$ cat config.mk
export PLATFORM = sky130hd
export DESIGN_NAME = wb_result_sel
export DESIGN_NICKNAME = d
export VERILOG_FILES = /design/src/rtl/wb_result_sel.sv
export SDC_FILE = /design/constraint.sdc
export NUM_CORES = 1
export LEC_CHECK = 0
export ABC_AREA = 1
export ABC_CLOCK_PERIOD_IN_PS = 3000
export CORE_ASPECT_RATIO = 1.2
export CORE_MARGIN = 2
export CORE_UTILIZATION = 35
export DETAILED_ROUTE_END_ITERATION = 10
export PLACE_DENSITY = 0.7
export SYNTH_ARGS = -nofsm -noshare
export SYNTH_HDL_FRONTEND = slang
export SYNTH_SLANG_ARGS = --single-unit
$ cat constraint.sdc
create_clock -name clk -period 3 [get_ports clk]
set_clock_uncertainty 0.2 [all_clocks]
set_input_delay 0.45 -clock clk [delete_from_list [all_inputs] [get_ports clk]]
set_output_delay 0.45 -clock clk [all_outputs]
set_load 0.03 [all_outputs]
$ cat src/rtl/wb_result_sel.sv
// wb_result_sel: registered writeback result selector with a one-entry output
// register, valid/ready handshake, load-data stall, illegal-select flagging and
// x0 write suppression.
// Optional performance counters are compiled in when WB_PERF_EN is defined.
module wb_result_sel #(
    parameter int unsigned XLEN     = 32,
    parameter int unsigned NSRC     = 5,
    parameter int unsigned SEL_W    = 3,
    parameter int unsigned LOAD_SRC = 1
) (
    input  logic                 clk,
    input  logic                 reset,
    input  logic                 in_valid,
    output logic                 in_ready,
    input  logic [SEL_W-1:0]     sel,
    input  logic [NSRC*XLEN-1:0] src_data,
    input  logic [4:0]           rd,
    input  logic                 reg_write,
    input  logic                 mem_rvalid,
    output logic                 out_valid,
    input  logic                 out_ready,
    output logic [XLEN-1:0]      result,
    output logic [4:0]           out_rd,
    output logic                 out_reg_write,
    output logic                 sel_err
`ifdef WB_PERF_EN
    ,
    output logic [31:0]          perf_retired,
    output logic [31:0]          perf_stall
`endif
);

    localparam logic [0:0] ACCEPT    = 1'b0;
    localparam logic [0:0] LOAD_WAIT = 1'b1;

    logic [0:0]      state;
    logic [0:0]      state_nxt;
    logic            valid_nxt;
    logic [XLEN-1:0] result_nxt;
    logic [4:0]      out_rd_nxt;
    logic            out_reg_write_nxt;
    logic            sel_err_nxt;
    logic [4:0]      pend_rd;
    logic [4:0]      pend_rd_nxt;
    logic            pend_reg_write;
    logic            pend_reg_write_nxt;

    logic            sel_legal;
    logic            sel_is_load;
    logic            out_free;
    logic            transfer;
    logic [XLEN-1:0] sel_data;
    logic [XLEN-1:0] load_data;

    assign sel_legal   = 32'(sel) < NSRC;
    assign sel_is_load = 32'(sel) == LOAD_SRC;
    assign out_free    = !out_valid || out_ready;
    assign in_ready    = (state == ACCEPT) && out_free;
    assign transfer    = in_valid && in_ready;
    assign load_data   = src_data[LOAD_SRC*XLEN +: XLEN];

    // Source mux; out-of-range selects yield zero.
    always_comb begin
        sel_data = '0;
        for (int unsigned i = 0; i < NSRC; i++) begin
            if (32'(sel) == i) begin
                sel_data = src_data[i*XLEN +: XLEN];
            end
        end
    end

    // Next-state and next output-register contents.
    always_comb begin
        state_nxt          = state;
        valid_nxt          = out_valid;
        result_nxt         = result;
        out_rd_nxt         = out_rd;
        out_reg_write_nxt  = out_reg_write;
        sel_err_nxt        = sel_err;
        pend_rd_nxt        = pend_rd;
        pend_reg_write_nxt = pend_reg_write;

        if (out_valid && out_ready) begin
            valid_nxt = 1'b0;
        end

        case (state)
            ACCEPT: begin
                if (transfer) begin
                    if (!sel_is_load || mem_rvalid) begin
                        valid_nxt         = 1'b1;
                        result_nxt        = sel_legal ? sel_data : '0;
                        out_rd_nxt        = rd;
                        out_reg_write_nxt = reg_write && (rd != 5'd0) && sel_legal;
                        sel_err_nxt       = !sel_legal;
                    end else begin
                        pend_rd_nxt        = rd;
                        pend_reg_write_nxt = reg_write;
                        state_nxt          = LOAD_WAIT;
                    end
                end
            end
            LOAD_WAIT: begin
                if (mem_rvalid && out_free) begin
                    valid_nxt         = 1'b1;
                    result_nxt        = load_data;
                    out_rd_nxt        = pend_rd;
                    out_reg_write_nxt = pend_reg_write && (pend_rd != 5'd0);
                    sel_err_nxt       = 1'b0;
                    state_nxt         = ACCEPT;
                end
            end
            default: state_nxt = ACCEPT;
        endcase
    end

    // State, output register and pending-load register.
    always_ff @(posedge clk) begin
        if (reset) begin
            state          <= ACCEPT;
            out_valid      <= 1'b0;
            result         <= '0;
            out_rd         <= 5'd0;
            out_reg_write  <= 1'b0;
            sel_err        <= 1'b0;
            pend_rd        <= 5'd0;
            pend_reg_write <= 1'b0;
        end else begin
            state          <= state_nxt;
            out_valid      <= valid_nxt;
            result         <= result_nxt;
            out_rd         <= out_rd_nxt;
            out_reg_write  <= out_reg_write_nxt;
            sel_err        <= sel_err_nxt;
            pend_rd        <= pend_rd_nxt;
            pend_reg_write <= pend_reg_write_nxt;
        end
    end

`ifdef WB_PERF_EN
    // Retired-beat and load-stall cycle counters, wrapping naturally.
    always_ff @(posedge clk) begin
        if (reset) begin
            perf_retired <= 32'd0;
            perf_stall   <= 32'd0;
        end else begin
            if (out_valid && out_ready) begin
                perf_retired <= perf_retired + 32'd1;
            end
            if (state == LOAD_WAIT) begin
                perf_stall <= perf_stall + 32'd1;
            end
        end
    end
`endif

endmodule

==> summary.md <==
| Metric | Value |
|---|---|
| Outcome | completed |
| Final Cycle Share | 0.811 |
| Antenna violations before repair | 0 |
| Clock Path Buffers | 2 |
| Crit start category | input pin |
| Synthesized net count | 900 |
| Setup Crit Path Kind | in2out |
| Fin worst setup slack | 0.566 ns |
| Minimum clock period | 2.43 ns |
| Clock slew at reported path FFs | 0.07 ns |
| Wirelength per Cell | 15.2 um |
| Postcts setup bufs | 0 |
| Synth Area in Adders | 0 |
| Detailed Route Iter0 Violations | 291 |
| Xor/xnor cell area share of the yosys netlist | 0 |
| Mean Syn Cell Area | 5.42 um2 |
| Num Clock Sinks | 47 |
| Number of detailed-route iterations in the first pass | 5 |
| Worst min-delay path class | reg2reg |
| Final setup TNS | 0 ns |
| H-tree depth | 2 |
| RSZ-0062 raised after global routing | no |
| Largest family of logic cells by synthesized area | simple AND/OR/NAND/NOR gates |
| Post-Syn Area | 0.00394 mm2 |
| Logic pwr share | 0.361 |
| Share of layout cells above drive strength 1 | 0.0395 |
| Critical path fanouts, max | 4 |
| Final setup fails | 0 |
| Sw Ratio | 0.309 |
| Synth area leaders | dfxtp_1, nand3_1, nand2_1 |
| Post-synthesis simple-gate area fraction | 0.426 |
| Synth top area share | 0.239 |
| P_sw | 0.692 mW |
| Normalized max-slew margin | 0.624 |
| Root Buffer | clkbuf_16 |
| Area occupied by multi-input gates | 0.00237 mm2 |
| Register share of total power | 0.314 |
| Yosys top cell by area | dfxtp_1 |
| Post-synth cell types | 20 |
| Complex-gate fraction of the synthesized area | 0.170 |
| GR Util All Layers | 0.253 |
| Slew @ Worst Pin | 0.562 ns |
| Clock power share | 0.326 |
| Vias | 5365 |
| Number of synthesized register bits | 47 |
| Cts repair resizes | 0 |
| Register area share after synthesis | 0.239 |
| Core ar. | 0.0110 mm2 |
| Post-Route WL | 15900 um |
| Critical path data arrival time | 1.78 ns |
| Total CTS buffers | 5 |
| CP Capture Type | output port |
| WL met3 | 1200 um |
| Die area | 0.0121 mm2 |
| Reg area | 942 um2 |
| Via-to-Cell Ratio | 5.14 |
| Required @ worst endpoint | 2.35 ns |
| Pre-CTS WS | 0.379 ns |
| Peak Freq | 0.411 GHz |
| Fillers | 1072 |
| Post-DP HPWL | 11300 um |
| Final hold viol count | 0 |
| Highest metal used | met4 |
| YS warnings | 0 |
| First-pass GRT wire length | 24800 um |
| Max-cap viol count | 0 |
| IO Pins | 215 |
| GP Congestion | 0.914 |
| Vias in the first global route | 5151 |
| Chip height | 120 um |
| Layout net count | 1085 |
| Post-synthesis mux area share | 0 |
| Hold-fix buffers, CTS | 0 |
| Met1 wire length | 6530 um |
| Max Slew Vio Count | 0 |
| # diodes | 0 |
| Met2 routed WL | 7810 um |
| Power density cells | 351 mW/mm2 |
| IR drop worst, VDD | 0.000223 V |
| Congestion Overflow GR | 0 |
| Area grow syn2layout | 62.0% |
| Row cnt | 42 |
| Starting Density | 0.358 |
| Drt drc | 0 |
| Pin count of the biggest net entering global routing | 65 |
| Die W | 101 um |
| CTS tree | yes |
| Clk Latency, worst-skew pair | 0.29 ns |
| Post-route antenna net violation count | 0 |
| Cell count after synthesis | 726 |
| LEAKAGE | 3.07 nW |
| I/O Buffers | 214 |
| Internal | 1.55 mW |
placed cells by master, fill, tap and decap left out:
cell type        Yosys  layout
bufinv_16            0       2
nor2_1             113     113
inv_1              105     105
o21ai_1              3       2
inv_2                4       4
clkbuf_1            27       1
nand4_1             18      18
nor3_1               1       1
nand3_2              1       1
buf_12               0       3
buf_2               19       1
dfxtp_1             47      46
nor2_4               0       2
clkdlybuf4s50_1      0     213
buf_4                5      14
clkbuf_16            0       5
nand2_2              1       2
dfxtp_2              0       1
nand2_1            137     136
nand3_1            117     117
a21oi_1             39      39
o21ai_4              0       1
o21a_1              15      15
and2_0               1       1
o21ai_0             69      69
sequential cells by signal, summed over array words and instances (netlist names):
name,cells
out_rd,5
out_reg_write,1
out_valid,1
pend_rd,5
pend_reg_write,1
result,32
sel_err,1
state,1
critical path: stages:
cell and delay, ns:
clkdlybuf4s50_1 0.48, nor2_1 0.08, nor2_1 0.09, clkdlybuf4s50_1 0.68
final timing paths:
check            start         end  slack [ns]  depth (start not counted)
max          out_ready    in_ready        0.57                          4
min            sel_err     sel_err        0.27                          2
max reg2reg      state  result[12]        0.76                          6
min reg2reg    sel_err     sel_err        0.27                          2
stage by stage:
step | total power [mW] | instances | hold WS (ns) | utilization | instance area, um2
after CTS | 2.25 | 1044 | 0.272 | 0.581 | 6380
after global placement | 1.51 | 1036 | 0.257 | 0.563 | 6190
after floorplan | 1.09 | 726 | 0.279 | - | 3940
final | 2.24 | 1044 | 0.269 | 0.581 | 6380
after global routing | 2.34 | 1044 | 0.290 | 0.581 | 6380
after detailed placement | 1.52 | 1036 | 0.263 | 0.563 | 6190
routing by layer:
layer | global-route usage | vias to the layer above
met3 | 0.0439 | 25
met2 | 0.443 | 259
li1 | - | 2676
met4 | 0.0736 | 0
met1 | 0.314 | 2405
met5 | 0 | -
power by group through the flow:
stage	Sequential, mW	Combinational [mW]	Clock [mW]
after floorplan	0.801	0.286	0
after global placement	0.715	0.796	0
after detailed placement	0.715	0.800	0
after CTS	0.702	0.805	0.743
after global routing	0.706	0.871	0.762
final	0.702	0.807	0.729
final cells by class:
class | instances | area share
timing repair buffer | 231 | 0.361
sequential | 47 | 0.148
inverter | 109 | 0.0642
clock buffer | 6 | 0.0202
tap | 132 | 0.0259
clock inverter | 2 | 0.00942
multi-input combinational | 517 | 0.371
cells by family (layout without fill, tap and decap cells):
kind of cell | after synthesis | count (layout)
AOI/OAI and AO/OA | 126 | 126
buffers and inverters | 162 | 348
DFF | 47 | 47
and+or+nand+nor | 391 | 391
synthesized netlist by cell type, drive strengths merged:
master	n
nor2	115
nand4	18
o21a	15
and2	1
nand3	118
nor3	1
inv	109
clkbuf	27
buf	26
nand2	138
a21oi	39
o21ai	72
dfxtp	47
(Power assumes the default switching activity.)
